<file path="src/rtl/diff_add_mul_gen.sv">
// Computes |i-j| then either adds k or multiplies by k (radix-MUL_RADIX iterative), with valid/ready handshakes.
// Optional macro DIFF_ADD_MUL_SAT_EN saturates vo to all ones on overflow.
module diff_add_mul_gen #(
  parameter int unsigned WIDTH     = 8,
  parameter int unsigned MUL_RADIX = 4
) (
  input  logic             clk,
  input  logic             rst,
  input  logic [WIDTH-1:0] i,
  input  logic [WIDTH-1:0] j,
  input  logic [WIDTH-1:0] k,
  input  logic             operation,
  input  logic             in_valid,
  output logic             in_ready,
  output logic [WIDTH-1:0] vo,
  output logic             neg,
  output logic             ovf,
  output logic             out_valid,
  input  logic             out_ready
);

  localparam int unsigned DW = WIDTH + 1;
  localparam int unsigned PW = 2 * WIDTH;

  typedef enum logic [2:0] {
    S_IDLE,
    S_ABS,
    S_ADD,
    S_MUL,
    S_OUT
  } state_t;

  state_t               r_state;
  logic                 r_op;
  logic [WIDTH-1:0]     r_i;
  logic [WIDTH-1:0]     r_j;
  logic [WIDTH-1:0]     r_k;
  logic [DW-1:0]        r_d;
  logic                 r_neg;
  logic [PW-1:0]        r_mcand;
  logic [WIDTH-1:0]     r_mplier;
  logic [PW-1:0]        r_res;
  logic                 r_in_ready;
  logic                 r_out_valid;
  logic [WIDTH-1:0]     r_vo;
  logic                 r_neg_o;
  logic                 r_ovf;

  logic                 w_neg;
  logic [DW-1:0]        w_d;
  logic [PW-1:0]        w_sum;
  logic [MUL_RADIX-1:0] w_digit;
  logic [PW-1:0]        w_pp;
  logic [WIDTH-1:0]     w_rest;
  logic                 w_ovf;
  logic [WIDTH-1:0]     w_vo;

  // Datapath: absolute difference, sum, one radix digit of the product
  assign w_neg   = (r_i < r_j);
  assign w_d     = w_neg ? (DW'(r_j) - DW'(r_i)) : (DW'(r_i) - DW'(r_j));
  assign w_sum   = PW'(r_d) + PW'(r_k);
  assign w_digit = r_mplier[MUL_RADIX-1:0];
  assign w_pp    = r_mcand * PW'(w_digit);
  assign w_rest  = r_mplier >> MUL_RADIX;
  assign w_ovf   = |r_res[PW-1:WIDTH];

`ifdef DIFF_ADD_MUL_SAT_EN
  assign w_vo = w_ovf ? '1 : r_res[WIDTH-1:0];
`else
  assign w_vo = r_res[WIDTH-1:0];
`endif

  // Control FSM; OUT spends its first cycle loading the output registers
  always_ff @(posedge clk) begin
    if (rst) begin
      r_state     <= S_IDLE;
      r_op        <= 1'b0;
      r_i         <= '0;
      r_j         <= '0;
      r_k         <= '0;
      r_d         <= '0;
      r_neg       <= 1'b0;
      r_mcand     <= '0;
      r_mplier    <= '0;
      r_res       <= '0;
      r_in_ready  <= 1'b1;
      r_out_valid <= 1'b0;
      r_vo        <= '0;
      r_neg_o     <= 1'b0;
      r_ovf       <= 1'b0;
    end else begin
      case (r_state)
        S_IDLE: begin
          if (in_valid) begin
            r_i        <= i;
            r_j        <= j;
            r_k        <= k;
            r_op       <= operation;
            r_in_ready <= 1'b0;
            r_state    <= S_ABS;
          end
        end
        S_ABS: begin
          r_d      <= w_d;
          r_neg    <= w_neg;
          r_mcand  <= PW'(w_d);
          r_mplier <= r_k;
          r_res    <= '0;
          r_state  <= r_op ? S_ADD : S_MUL;
        end
        S_ADD: begin
          r_res   <= w_sum;
          r_state <= S_OUT;
        end
        S_MUL: begin
          r_res    <= r_res + w_pp;
          r_mcand  <= r_mcand << MUL_RADIX;
          r_mplier <= w_rest;
          if (w_rest == '0) begin
            r_state <= S_OUT;
          end
        end
        S_OUT: begin
          if (!r_out_valid) begin
            r_out_valid <= 1'b1;
            r_vo        <= w_vo;
            r_neg_o     <= r_neg;
            r_ovf       <= w_ovf;
          end else if (out_ready) begin
            r_out_valid <= 1'b0;
            r_vo        <= '0;
            r_neg_o     <= 1'b0;
            r_ovf       <= 1'b0;
            r_in_ready  <= 1'b1;
            r_state     <= S_IDLE;
          end
        end
        default: begin
          r_in_ready <= 1'b1;
          r_state    <= S_IDLE;
        end
      endcase
    end
  end

  assign in_ready  = r_in_ready;
  assign out_valid = r_out_valid;
  assign vo        = r_vo;
  assign neg       = r_neg_o;
  assign ovf       = r_ovf;

endmodule

</file>
<file path="config.mk">
export PLATFORM = sky130hd
export DESIGN_NAME = diff_add_mul_gen
export DESIGN_NICKNAME = d
export VERILOG_FILES = /design/src/rtl/diff_add_mul_gen.sv
export SDC_FILE = /design/constraint.sdc
export NUM_CORES = 1
export LEC_CHECK = 0
export BUFFER_PORTS_ARGS = -buffer_cell sky130_fd_sc_hd__clkbuf_2
export CORE_ASPECT_RATIO = 2
export CORE_UTILIZATION = 56
export DETAILED_ROUTE_END_ITERATION = 8
export PLACE_DENSITY = 0.81
export RECOVER_POWER = 50
export SLEW_MARGIN = 15
export SYNTH_ARGS = -nofsm -noshare
export SYNTH_HDL_FRONTEND = slang
export SYNTH_SLANG_ARGS = --single-unit
</file>
<file path="constraint.sdc">
create_clock -name clk -period 4.1 [get_ports clk]
set_clock_uncertainty 0.15 [all_clocks]
set_input_delay 0.205 -clock clk [delete_from_list [all_inputs] [get_ports clk]]
set_output_delay 0.205 -clock clk [all_outputs]
set_load 0.05 [all_outputs]
</file>
After elaboration in Yosys (flattened, before gate mapping)
Index checks and enable logic that the tools add are counted.
{"block": "word_totals", "ff_bits": 90, "latchBits": 0, "ramBits": 0, "romBits": 0, "wordCells": 62, "memories": 0}
{"block": "op_classes", "n_addsub": 4, "multipliers": 1, "n_div": 0, "magnitude_cmp": 1, "n_eq_ne": 9, "shifts": 0, "n_mux": 21, "bitwise": 1, "reduce_logical": 10}
{"op": "case mux 16 bit (3 select lines)", "count": 1}
{"op": "case mux 16 bit (2 select lines)", "count": 1}
{"op": "subtractor 8 x 8 -> 9 bit", "count": 2}
{"op": "adder 16 bit", "count": 1}
{"op": "multiplier 16 x 4 -> 16 bit", "count": 1}
{"op": "two-way mux 8 bit", "count": 2}
{"op": "case mux 8 bit (2 select lines)", "count": 1}
{"op": "case mux 3 bit (5 select lines)", "count": 1}
{"op": "two-way mux 3 bit", "count": 4}
{"op": "adder 9 x 8 -> 10 bit", "count": 1}
{"op": "!= test 2 bit, second input constant", "count": 5}
{"op": "two-way mux 1 bit", "count": 9}
{"op": "two-way mux 9 bit", "count": 1}
{"op": "zero test 8 bit", "count": 1}
{"op": "less-than comparator 8 bit", "count": 1}
{"op": "AND reduction 4 bit", "count": 2}
{"op": "OR reduction 8 bit", "count": 1}
{"op": "== test 3 x 2 -> 1 bit, second input constant", "count": 2}
{"op": "AND reduction 2 bit", "count": 2}
{"op": "== test 3 x 1 -> 1 bit, second input constant", "count": 1}
{"op": "== test 3 bit, second input constant", "count": 1}
{"op": "zero test 3 bit", "count": 1}
{"op": "case mux 1 bit (3 select lines)", "count": 1}
{"op": "nonzero test 3 bit", "count": 1}
{"op": "other kinds (3)", "count": 3}

Logic depth before layout (Yosys ltp)
{"block": "logic_depth", "word_depth": 4, "mapped_depth": 16, "depth_no_buf": 15}

Least setup slack after synthesis
Ideal clock, no wire load.
{"block": "synth_timing", "path_type": "register to register", "start": "register r_mplier[2]", "end": "register r_res[15]", "setup_time_ns": 0.126, "arrival_ns": 3.983, "t_required_ns": 3.824, "path_slack_ns": -0.160, "stages_incl_launch_ff": 16, "path_buffers": 1, "synth_period_minus_slack_ns": 4.260, "path_cell_list": "dfxtp_1 > clkbuf_1 > and2_1 > fa_1 > fa_1 > inv_1 > fa_1 > inv_1 > ha_1 > a21o_1 > a21o_1 > a2111oi_0 > o21ai_0 > a31oi_1 > xnor2_1 > o21ai_0"}
{"block": "synth_between", "elab_chain_len": 3}
{"item": "start, declared", "line_no": "41", "rtl": "logic [WIDTH-1:0] r_mplier;"}
{"item": "start signal, assigned", "line_no": "107", "rtl": "r_mplier <= r_k;"}
{"item": "start signal, assigned", "line_no": "118", "rtl": "r_mplier <= w_rest;"}
{"item": "multiplier 16 x 4 -> 16 bit", "line_no": "63", "rtl": "assign w_pp = r_mcand * PW'(w_digit);"}
{"item": "adder 16 bit", "line_no": "116", "rtl": "r_res <= r_res + w_pp;"}
{"item": "case mux 16 bit (3 select lines)", "line_no": "92", "rtl": "case (r_state)"}
{"item": "end signal, assigned", "line_no": "112", "rtl": "r_res <= w_sum;"}
{"item": "end signal, assigned", "line_no": "116"}
{"item": "end, declared", "line_no": "42", "rtl": "logic [PW-1:0] r_res;"}
Every way passes these cells.
A chain may end at the register's enable or synchronous reset.

Worst setup path in the final report
{"block": "layout_timing", "start": "register r_mcand[6]", "end": "register r_res[14]"}
{"block": "layout_between", "elab_chain_len": 3}
{"item": "start, declared", "line_no": "40", "rtl": "logic [PW-1:0] r_mcand;"}
{"item": "start signal, assigned", "line_no": "106", "rtl": "r_mcand <= PW'(w_d);"}
{"item": "start signal, assigned", "line_no": "117", "rtl": "r_mcand <= r_mcand << MUL_RADIX;"}
{"item": "multiplier 16 x 4 -> 16 bit", "line_no": "63"}
{"item": "adder 16 bit", "line_no": "116"}
{"item": "case mux 16 bit (3 select lines)", "line_no": "92"}
Every way passes these cells.

==> run metrics <==
clock slew seen by the registers of the worst setup and hold paths 0.07 ns; Yosys reg bits 90; post-placement cell area 6823 um2; Iter 0 DRT Violations 199; Max Freq 251.8 MHz; Yosys warning total 0; GPL Wtd Cong 0.8947; synthesis-to-finish area growth 16.06%; Via-to-Cell Ratio 5.616; Mapped Cells 796; gr usage total 28.20%; placed cells 959; Clk Latency, worst-skew pair 0.35 ns; EDFF count, synth 0; Nets 967; design area 7468 um2; I/O Buffers 40; CP endpoint kind flop; relative slew slack -6.566%; Worst VDD drop 0.3593 mV; critical path required time 4.18 ns; # DRC 0; Die Height 153.6 um; Root Driver clkbuf_16; failing checks max-capacitance violations, max-slew violations; vias in the first global route 5906; worst slew pin tran 1.598 ns; TritonCTS Buffers 9; Post-Syn Area 6435 um2; synth unique cells 51; Leak 3.222 nW; register area share after synthesis 28.00%; vias 5622; area leader, netlist dfxtp_1; ys async rst share 0%; antenna diode count 0; final period utilization 96.85%; Pwr Total 3.052 mW; num rows 55; drt wl/cell 15.63 um; first-pass GRT wire length 26430 um; Tmin final 3.971 ns; num ports 41; HP Class input pin to flop; RSZ-0062 raised after global routing true; core area 11220 um2; Max Buffers Root-to-Sink 2; Arr. time, crit path 4.05 ns; most frequent cells in the layout 111 x nand2_1, 93 x inv_1, 82 x dfxtp_1; P per Cell Area 408.7 nW/um2; WS Path Type flop to flop; drt first pass iters 5; Setup violations, final 0; Post-Place Setup Slack -0.1432 ns; Final WS setup 0.1291 ns; CTS tree done; Worst setup SP type flop; Max H-tree Level 3; fillers 926; Cell Count, Final, Fillers Out 1001; post-DP HPWL 11650 um; clock sinks 90; max-slew violation count 37; syn_nets 909; grt total ovfl 0; commonest non-fill, non-tap cell in the layout nand2_1; ANT nets after route 0; area share of the largest cell type after synthesis 28.00%; antenna violations before repair 0; commonest register cell after synthesis dfxtp_1; critical path fanouts, max 6; final hold vios 0; setup TNS 0 ns; dominant cells by area after synthesis dfxtp_1 28%, fa_1 13%, ha_1 8.4%, nand2_1 6.5%, a21oi_1 6.1%; largest net degree at the start of global routing 45; Total Die Area 11950 um2; status finished with violations; Die W 77.80 um; total of max-cap violations 1; Routed WL 15640 um; Starting Density 57.37%; layout cell share with drive strength beyond 1 11.06%; Avg Inst Size Synth 8.084 um2
layout make-up:
type	instances	area (um2)	share of cell area, %
Sequential cell	90	1822	24.39
Clock inverter	7	82.58	1.106
Multi-Input combinational cell	573	4222	56.53
Tap cell	142	177.7	2.379
Inverter	94	352.8	4.724
Clock buffer	9	225.2	3.016
Timing Repair Buffer	86	586.8	7.857
synthesized netlist by cell type, drive strengths merged (5+ instances only):
| cell | number |
|---|---|
| and2 | 49 |
| nand3b | 8 |
| nor3 | 13 |
| fa | 41 |
| o21ai | 22 |
| nand2 | 111 |
| a21oi | 78 |
| nand3 | 18 |
| xnor2 | 18 |
| buf | 6 |
| o21a | 7 |
| nor2 | 43 |
| a21o | 8 |
| inv | 94 |
| a211oi | 8 |
| ha | 43 |
| xor2 | 9 |
| clkbuf | 33 |
| o21bai | 5 |
| a31oi | 8 |
| mux2i | 12 |
| nor2b | 5 |
| a22oi | 13 |
| dfxtp | 90 |
| nand2b | 9 |
registers in the layout, summed over array words and instances (netlist names), 8 cells and up:
name,cells
r_j,8
vo,8
r_mplier,8
r_res,16
r_d,9
r_mcand,16
r_k,8
r_i,8
power breakdown:
group / leakage, nW / internal, mW / switching [mW]
Clock: 0.145 / 0.484 / 0.391
Sequential: 0.737 / 0.983 / 0.125
Combinational: 2.34 / 0.441 / 0.629
Total: 3.22 / 1.91 / 1.15
stage by stage:
stage / hold slack, ns / utilization (%)
finish: 0.1020 / 66.58
CTS: 0.1113 / 66.00
detailed placement: 0.2835 / 60.83
floorplan: 0.1910 / -
global route: 0.1397 / 66.58
global placement: 0.2776 / 60.83
per-layer routing:
layer | vias to the layer above | GRT usage [%] | part of all wire, %
met2 | 120 | 53.56 | 55
met4 | 0 | 20.04 | 6.5
met3 | 65 | 4.095 | 2.4
met1 | 2683 | 26.69 | 36
li1 | 2754 | - | -
met5 | - | 0 | 0
final timing paths:
| path | slack [ns] | from | cells after the start | endpoint |
|---|---|---|---|---|
| setup / recovery | 0.13 | r_mcand[6] | 14 | r_res[14] |
| hold / removal | 0.10 | out_ready | 5 | in_ready |
| setup reg to reg | 0.13 | r_mcand[6] | 14 | r_res[14] |
| hold reg to reg | 0.30 | r_mcand[15] | 2 | r_mcand[15] |
kinds of logic (layout without fill, tap and decap cells):
kind of cell	Yosys count	after routing	share of synthesized area, %
flops	90	90	28.00
compound gates	173	173	16.61
xor+xnor	27	27	3.675
mux	14	14	2.217
simple gates	275	275	20.45
buf+inv	133	196	7.933
fa+ha+maj	84	84	21.12
timing repair:
item                                    CTS  global route
resized for setup                         6            26
pin swaps                                 4            17
hold endpoints to repair                 25             0
endpoints found under the setup margin    3             8
hold buffers                             25             0
gates cloned                              0             0
buffers inserted                          0             1
worst max-delay path, cell delays in order, from the launching register on:
cell       delay (ns)
dfxtp_4          0.37
and2_1           0.17
fa_1             0.49
fa_1             0.52
inv_1            0.05
fa_1             0.49
inv_2            0.05
ha_4             0.21
a21o_1           0.17
a21o_1           0.23
a2111oi_4        0.40
o21ai_1          0.13
a21oi_1          0.19
xor2_1           0.16
o21ai_0          0.09
No activity file was read; power rests on OpenSTA's default activity.
